### config.mk
export PLATFORM = sky130hd
export DESIGN_NAME = fsb_burst_arbiter
export DESIGN_NICKNAME = d
export VERILOG_FILES = /design/src/rtl/fsb_arb_pkg.sv /design/src/rtl/fsb_rr_pick.sv /design/src/rtl/fsb_burst_arbiter.sv
export SDC_FILE = /design/constraint.sdc
export NUM_CORES = 1
export LEC_CHECK = 0
export ABC_CLOCK_PERIOD_IN_PS = 3980
export CELL_PAD_IN_SITES_DETAIL_PLACEMENT = 2
export CELL_PAD_IN_SITES_GLOBAL_PLACEMENT = 2
export CORE_UTILIZATION = 21
export DETAILED_ROUTE_END_ITERATION = 10
export HOLD_SLACK_MARGIN = 0.12
export PLACE_DENSITY = 0.93
export SYNTH_ARGS = -nofsm -noshare
export SYNTH_HDL_FRONTEND = slang
export SYNTH_SLANG_ARGS = --single-unit
### constraint.sdc
create_clock -name clk -period 3.98 [get_ports clk]
set_input_delay 0.796 -clock clk [delete_from_list [all_inputs] [get_ports clk]]
set_output_delay 0.796 -clock clk [all_outputs]
set_load 0.1 [all_outputs]
### src/rtl/fsb_arb_pkg.sv
// Shared types and helpers for the FSB burst arbiter.
package fsb_arb_pkg;

  localparam int FSB_WIDTH_DEFAULT = 80;

  typedef enum logic {
    IDLE  = 1'b0,
    BURST = 1'b1
  } arb_state_e;

  // A burst length of 0 still moves one packet; anything above max_len is capped.
  function automatic int clamp_burst(input int len, input int max_len);
    if (len <= 0) return 1;
    if (len > max_len) return max_len;
    return len;
  endfunction

endpackage

### src/rtl/fsb_rr_pick.sv
// Combinational round-robin picker: first requester after last_i, with wrap.
module fsb_rr_pick
  import fsb_arb_pkg::*;
#(
  parameter int NUM_REQ = 2,
  localparam int IW = $clog2(NUM_REQ)
) (
  input  logic [NUM_REQ-1:0] req_i,
  input  logic [IW-1:0]      last_i,
  output logic               found_o,
  output logic [IW-1:0]      idx_o
);

  logic [IW-1:0] w_cand;

  always_comb begin
    found_o = 1'b0;
    idx_o   = '0;
    w_cand  = '0;
    for (int k = 1; k <= NUM_REQ; k++) begin
      w_cand = IW'((int'(last_i) + k) % NUM_REQ);
      if (!found_o && req_i[w_cand]) begin
        found_o = 1'b1;
        idx_o   = w_cand;
      end
    end
  end

endmodule

### src/rtl/fsb_burst_arbiter.sv
// Round-robin burst arbiter sharing one FSB valid/ready channel among NUM_REQ requesters.
// Define FSB_BURST_ARBITER_STATS_EN to build the per-requester saturating packet counters.
module fsb_burst_arbiter
  import fsb_arb_pkg::*;
#(
  parameter int NUM_REQ   = 2,
  parameter int FSB_WIDTH = FSB_WIDTH_DEFAULT,
  parameter int BURST_MAX = 4,
  parameter int CNT_WIDTH = 32,
  localparam int IW = $clog2(NUM_REQ),
  localparam int BW = $clog2(BURST_MAX + 1)
) (
  input  logic                           clk,
  input  logic                           pipe_rst_n,
  input  logic [NUM_REQ-1:0]             req_v_i,
  input  logic [NUM_REQ*FSB_WIDTH-1:0]   req_data_i,
  output logic [NUM_REQ-1:0]             req_yumi_o,
  output logic                           out_v_o,
  output logic [FSB_WIDTH-1:0]           out_data_o,
  output logic [IW-1:0]                  out_src_o,
  input  logic                           out_ready_i,
  input  logic [BW-1:0]                  burst_len_i,
  input  logic                           enable_i,
  output logic                           idle_o,
  output logic [NUM_REQ*CNT_WIDTH-1:0]   pkt_cnt_o
);

  arb_state_e             r_state;
  logic [IW-1:0]          r_grant;
  logic [IW-1:0]          r_last;
  logic [BW-1:0]          r_burst_cnt;
  logic                   r_out_v;
  logic [FSB_WIDTH-1:0]   r_out_data;
  logic [IW-1:0]          r_out_src;

  logic                   w_found;
  logic [IW-1:0]          w_win;
  logic                   w_yumi;
  logic [NUM_REQ-1:0]     w_yumi_vec;
  logic [FSB_WIDTH-1:0]   w_req_data [NUM_REQ];

  for (genvar g = 0; g < NUM_REQ; g++) begin : g_unpack
    assign w_req_data[g] = req_data_i[g*FSB_WIDTH +: FSB_WIDTH];
  end

  fsb_rr_pick #(.NUM_REQ(NUM_REQ)) u_pick (
    .req_i   (req_v_i),
    .last_i  (r_last),
    .found_o (w_found),
    .idx_o   (w_win)
  );

  // A packet is consumed only while granted and the output slot is free or draining.
  assign w_yumi = (r_state == BURST) & req_v_i[r_grant] & (~r_out_v | out_ready_i);

  always_comb begin
    w_yumi_vec          = '0;
    w_yumi_vec[r_grant] = w_yumi;
  end

  always_ff @(posedge clk or negedge pipe_rst_n) begin
    if (!pipe_rst_n) begin
      r_state     <= IDLE;
      r_grant     <= '0;
      r_last      <= IW'(NUM_REQ - 1);
      r_burst_cnt <= '0;
    end else begin
      case (r_state)
        IDLE: begin
          if (enable_i && w_found) begin
            r_grant     <= w_win;
            r_last      <= w_win;
            r_burst_cnt <= BW'(clamp_burst(int'(burst_len_i), BURST_MAX));
            r_state     <= BURST;
          end
        end
        BURST: begin
          if (w_yumi && (r_burst_cnt == BW'(1))) begin
            r_state <= IDLE;
          end else if (!req_v_i[r_grant]) begin
            r_state <= IDLE;
          end else if (w_yumi) begin
            r_burst_cnt <= r_burst_cnt - BW'(1);
          end
        end
        default: r_state <= IDLE;
      endcase
    end
  end

  // Output slot: a new load wins over a drain in the same cycle.
  always_ff @(posedge clk or negedge pipe_rst_n) begin
    if (!pipe_rst_n) begin
      r_out_v    <= 1'b0;
      r_out_data <= '0;
      r_out_src  <= '0;
    end else if (w_yumi) begin
      r_out_v    <= 1'b1;
      r_out_data <= w_req_data[r_grant];
      r_out_src  <= r_grant;
    end else if (out_ready_i) begin
      r_out_v    <= 1'b0;
    end
  end

  assign req_yumi_o = w_yumi_vec;
  assign out_v_o    = r_out_v;
  assign out_data_o = r_out_data;
  assign out_src_o  = r_out_src;
  assign idle_o     = (r_state == IDLE) & ~r_out_v;

`ifdef FSB_BURST_ARBITER_STATS_EN
  logic [CNT_WIDTH-1:0] r_cnt [NUM_REQ];

  always_ff @(posedge clk or negedge pipe_rst_n) begin
    if (!pipe_rst_n) begin
      for (int i = 0; i < NUM_REQ; i++) r_cnt[i] <= '0;
    end else begin
      for (int i = 0; i < NUM_REQ; i++) begin
        if (w_yumi_vec[i] && (r_cnt[i] != '1)) r_cnt[i] <= r_cnt[i] + CNT_WIDTH'(1);
      end
    end
  end

  for (genvar g = 0; g < NUM_REQ; g++) begin : g_cnt
    assign pkt_cnt_o[g*CNT_WIDTH +: CNT_WIDTH] = r_cnt[g];
  end
`else
  assign pkt_cnt_o = '0;
`endif

endmodule

; ---- Word level (Yosys, flattened, before mapping)
; Cells that the tools add are included.
[totals]
memories = 0
latchBits = 0
mem_bits_rw = 0
ff_bits = 88
mem_bits_ro = 0
elab_cells = 75
in_bits = 169
[op_classes]
n_div = 0
n_lt_le_gt_ge = 7
bitwise = 8
mul = 0
shifts = 0
mux = 37
reduce_logical = 8
n_addsub = 3
n_eq_ne = 5
[ops]
columns = op, n
row1 = 2-to-1 mux 80 bit, 3
row2 = 2-to-1 mux 1 bit, 24
row3 = 2-to-1 mux 3 bit, 7
row4 = less-than comparator 1 x 2 -> 1 bit (second input constant), 3
row5 = one-hot mux 3 bit (2 select lines), 1
row6 = logical AND 1 bit, 4
row7 = inequality test 2 x 1 -> 1 bit (second input constant), 2
row8 = inequality test 2 bit (second input constant), 2
row9 = AND reduction 4 bit, 1
row10 = bitwise AND 1 bit, 3
row11 = == test 3 x 1 -> 1 bit (second input constant), 1
row12 = > comparator 3 bit (second input constant), 1
row13 = <= comparator 3 x 1 -> 1 bit (second input constant), 1
row14 = subtractor 3 x 1 -> 3 bit (second input constant), 1
row15 = adder 1 bit (second input constant), 2
row16 = bitwise AND 2 bit, 1
row17 = >= comparator 2 bit (second input constant), 1
row18 = inverter 1 bit, 2
row19 = inverter 1 -> 2 bit, 1
row20 = one-hot mux 1 bit (2 select lines), 1
row21 = AND reduction 2 bit, 1
row22 = nonzero test 2 bit, 1
row23 = demux 1 bit (select 1 bit), 1
row24 = >= comparator 1 bit (second input constant), 1
row25 = 2 further kinds, 2

; ---- Depth between registers and ports, before layout
[depth]
ltp_word = 17
mapped_depth = 7

; ---- Cells and area by module
; A second synthesis with hierarchy kept.
[unflattened]
hier_cells = 481
area_unflattened_um2 = 4877.2
[by_module_without_submodules]
columns = module, area_per_inst_um2, cells_per_inst, instances
row1 = fsb_burst_arbiter, 4863.4, 479, 1
row2 = fsb_rr_pick, 13.8, 2, 1

; ---- Worst setup path after synthesis
; No wires, ideal clock.
[synth_path]
path_type = reg-to-output
start = reg r_out_v, in the netlist out_v_o
end = out req_yumi_o[0]
slack_ps = 474
arrival_time_ps = 2710
required_time_ps = 3184
path_stages_with_launch = 6
path_cell_list = dfrtp_1 nand2b_1 nand3_2 buf_4 buf_2 nor2_1
[synth_via]
elab_chain_len = 4
[synth_lines]
columns = element, line_no
row1 = from (decl), fsb_burst_arbiter.sv:32  ; logic r_out_v;
row2 = from (signal assigned), fsb_burst_arbiter.sv:94  ; r_out_v <= 1'b0;
row3 = from (signal assigned), fsb_burst_arbiter.sv:98  ; r_out_v <= 1'b1;
row4 = from (signal assigned), fsb_burst_arbiter.sv:102  ; r_out_v <= 1'b0;
row5 = inverter 1 bit, fsb_burst_arbiter.sv:54  ; assign w_yumi = (r_state == BURST) & req_v_i[r_grant] & (~r_out_v | out_ready_i);
row6 = OR 1 bit, fsb_burst_arbiter.sv:54
row7 = bitwise AND 1 bit, fsb_burst_arbiter.sv:54
row8 = bitwise AND 2 bit (no line), -
row9 = to (decl), fsb_burst_arbiter.sv:17  ; output logic [NUM_REQ-1:0] req_yumi_o,
; No other way between the ends.

; ---- Worst setup path in the final report
[layout_path]
start = in req_v_i[0]
end = out req_yumi_o[1]
[layout_via]
elab_chain_len = 5
[layout_lines]
columns = element, line_no
row1 = from (decl), fsb_burst_arbiter.sv:15  ; input logic [NUM_REQ-1:0] req_v_i,
row2 = 2-to-1 mux 1 bit (implied by the code) (2 in series), fsb_burst_arbiter.sv:54
row3 = bitwise AND 1 bit (2 in series), fsb_burst_arbiter.sv:54
row4 = bitwise AND 2 bit (no line), -
; No other way between the ends. The select of a mux whose other input is x is not followed.

==> summary.txt <==
Timing
  – Final Hold Vio Count: 0
  – Final worst path period need: 3100 ps
  – Fin Setup TNS: 0 ps
  – Period utilisation layout: 0.779
  – Slew headroom: 0.268
  – Final Slew Violations: 0
  – Clock skew: 6.29 ps
  – Least-Margin Pin Slew: 1100 ps
  – RSZ-0062 raised after global routing: false
  – Final number of setup-violating endpoints: 0
  – Peak Freq: 0.323 GHz

Logic synthesis
  – Synth Cell Area: 4630 sq um
  – Avg Cell Area, Syn: 10.1 sq um
  – Syn. warnings: 0
  – Largest area contributor in the netlist: dfrtp_1
  – Seq/Total Area, Yosys: 0.476
  – Largest cells by area after synthesis: dfrtp_1 (47%), mux2i_1 (18%), buf_4 (11%), o21ai_1 (8.9%), nand2_1 (6.9%)
  – Synth cell types: 29
  – Yosys top cell area share: 0.470
  – Cells after synthesis: 460
  – Ys flop type: dfrtp_1
  – Post-synth EDFFs: 0
  – Synth async-reset ratio: 1.00
  – Post-synthesis register bit count: 88

Global routing
  – Met1 Use GR: 0.139
  – Top Usage Layer GRT: met2
  – Largest net degree at the start of global routing: 165
  – Tot GR Track Use: 0.140
  – Global-route wire length before repair: 23900 microns
  – Global route overflow: 0
  – Number of global-route vias before repair: 4427
  – GR Util met3: 0.0421
  – Met2 GRT Util: 0.277
  – Initial antenna violation count: 0

Die
  – Die height: 151 microns
  – DIE WIDTH: 151 microns
  – I/O Pins: 318
  – Initial Utilization: 0.217
  – # rows: 53
  – Die ar.: 22700 sq um
  – Core area: 21400 sq um

Clock tree
  – Clock sinks: 88
  – CTS Buf Count: 9
  – Htree depth: 3
  – Clk Latency, worst-skew pair: 340 ps
  – Reg clk slew, reported paths: 60 ps
  – Root Buffer Master: clkbuf_16
  – Post-CTS Hold Buffers: 0
  – CTS max path bufs: 2
  – Setup bufs post-CTS: 0
  – Resize count post-CTS: 0
  – TritonCTS clock tree: built

Route
  – TritonRoute pass-1 iters: 4
  – Iter 0 DRT Violations: 85
  – Post-DRT Antenna Nets: 0
  – Routed length per placed instance: 16.2 microns
  – Via-to-Cell Ratio: 4.09
  – Routed WL: 15900 microns
  – DR vias: 4009
  – DRC Markers: 0

Flow run
  – Maxcap violations: 0

Placement
  – Dpl hpwl: 12200 microns
  – Port Buf Inserts: 253
  – Gpl congestion: 0.687

Critical path
  – Max FO, Critical Path: 5
  – Critical Path Start: req_v_i[0]
  – Cell depth of the worst flop-to-flop path: 5
  – RR Endpoint: r_burst_cnt[1]$_DFFE_PN0P_
  – Crit path capture type: output port
  – CP Class: in2out
  – Setup crit start kind: input pin
  – Worst R2R Start: r_grant$_DFFE_PN0P_
  – Internal reg-to-reg setup slack: 1930 ps
  – Worst endpoint data arrival time: 2300 ps
  – Critical Path RT: 3180 ps
  – Crit path to: req_yumi_o[1]

Hold path
  – Hold_sp: out_data_o[75]$_DFFE_PN0P_
  – Min-Delay Path Class: reg2reg

Outcome
  – Status: completed

Finish
  – Layout cell share with drive strength beyond 1: 0.0355
  – Final net count: 871
  – Commonest non-fill, non-tap cells in the layout: clkdlybuf4s50_1 (250), dfrtp_1 (86), nand2_1 (85)
  – ANT cells: 0
  – Commonest non-fill, non-tap cell in the layout: clkdlybuf4s50_1
  – Final Util: 0.348
  – Area grow syn2layout: 60.5%
-- cell families after synthesis --
kind of cell	share of synthesized area
simple gates	0.0873
mux	0.180
buf+inv	0.147
flops	0.476
fa+ha+maj	0.00540
compound gates	0.102
other cells	0.000810
xor+xnor	0.00189
-- per-stage QoR --
step / hold WS [ps] / instance area, sq um / setup slack (ps) / std cells
3_3_place_gp: 459 / 7140 / 910 / 964
5_1_grt: 519 / 7430 / 810 / 979
6_report: 480 / 7430 / 881 / 979
3_5_place_dp: 474 / 7140 / 860 / 964
2_1_floorplan: 450 / 4870 / 474 / 523
4_1_cts: 485 / 7430 / 851 / 979
-- metal layers --
layer | wire length (microns) | part of all wire
met5 | 0 | 0
met4 | 144 | 0.0091
met2 | 8760 | 0.55
met1 | 5610 | 0.35
met3 | 1370 | 0.086
-- cell type report --
cell class | instances | area [sq um]
timing repair buffer | 258 | 2590
clock inverter | 3 | 42.5
clock buffer | 12 | 246
inverter | 3 | 11.3
tap | 275 | 344
sequential | 88 | 2210
fill | 2328 | 13900
multi-input combinational | 340 | 1990
-- cells in the mapped netlist (2+ instances only) --
library cell	number
nor2_1	3
nor2b_1	2
buf_6	8
nand2_1	85
a21oi_1	3
buf_2	15
a21o_1	3
mux2i_1	82
o21ai_1	82
inv_1	3
nand2b_1	2
and3_1	2
ha_1	2
clkbuf_1	3
buf_4	65
dfrtp_1	87
-- worst min path at each step --
stage / to / depth (start not counted) / slack (ps)
after CTS: r_last$_DFFE_PN1P_ / 2 / 490
after global placement: r_last$_DFFE_PN1P_ / 2 / 460
after global routing: out_data_o[52]$_DFFE_PN0P_ / 2 / 520
after detailed placement: r_last$_DFFE_PN1P_ / 2 / 470
after floorplan: r_last$_DFFE_PN1P_ / 2 / 450
final: out_data_o[75]$_DFFE_PN0P_ / 2 / 480
-- worst max-delay path: stages --
cell	delay, ps
clkdlybuf4s50_1	570
mux2_4	210
and2_1	200
and3_1	210
buf_4	300
-- state kept, by name (all words and copies together) (netlist names) --
register	flops
out_data_o	80
out_src_o	1
out_v_o	1
r_burst_cnt	3
r_grant	1
r_last	1
r_state	1
Power is left out: the tool's default activity adds up to more than one toggle a clock period on the data nets, which glitch-free logic cannot reach.
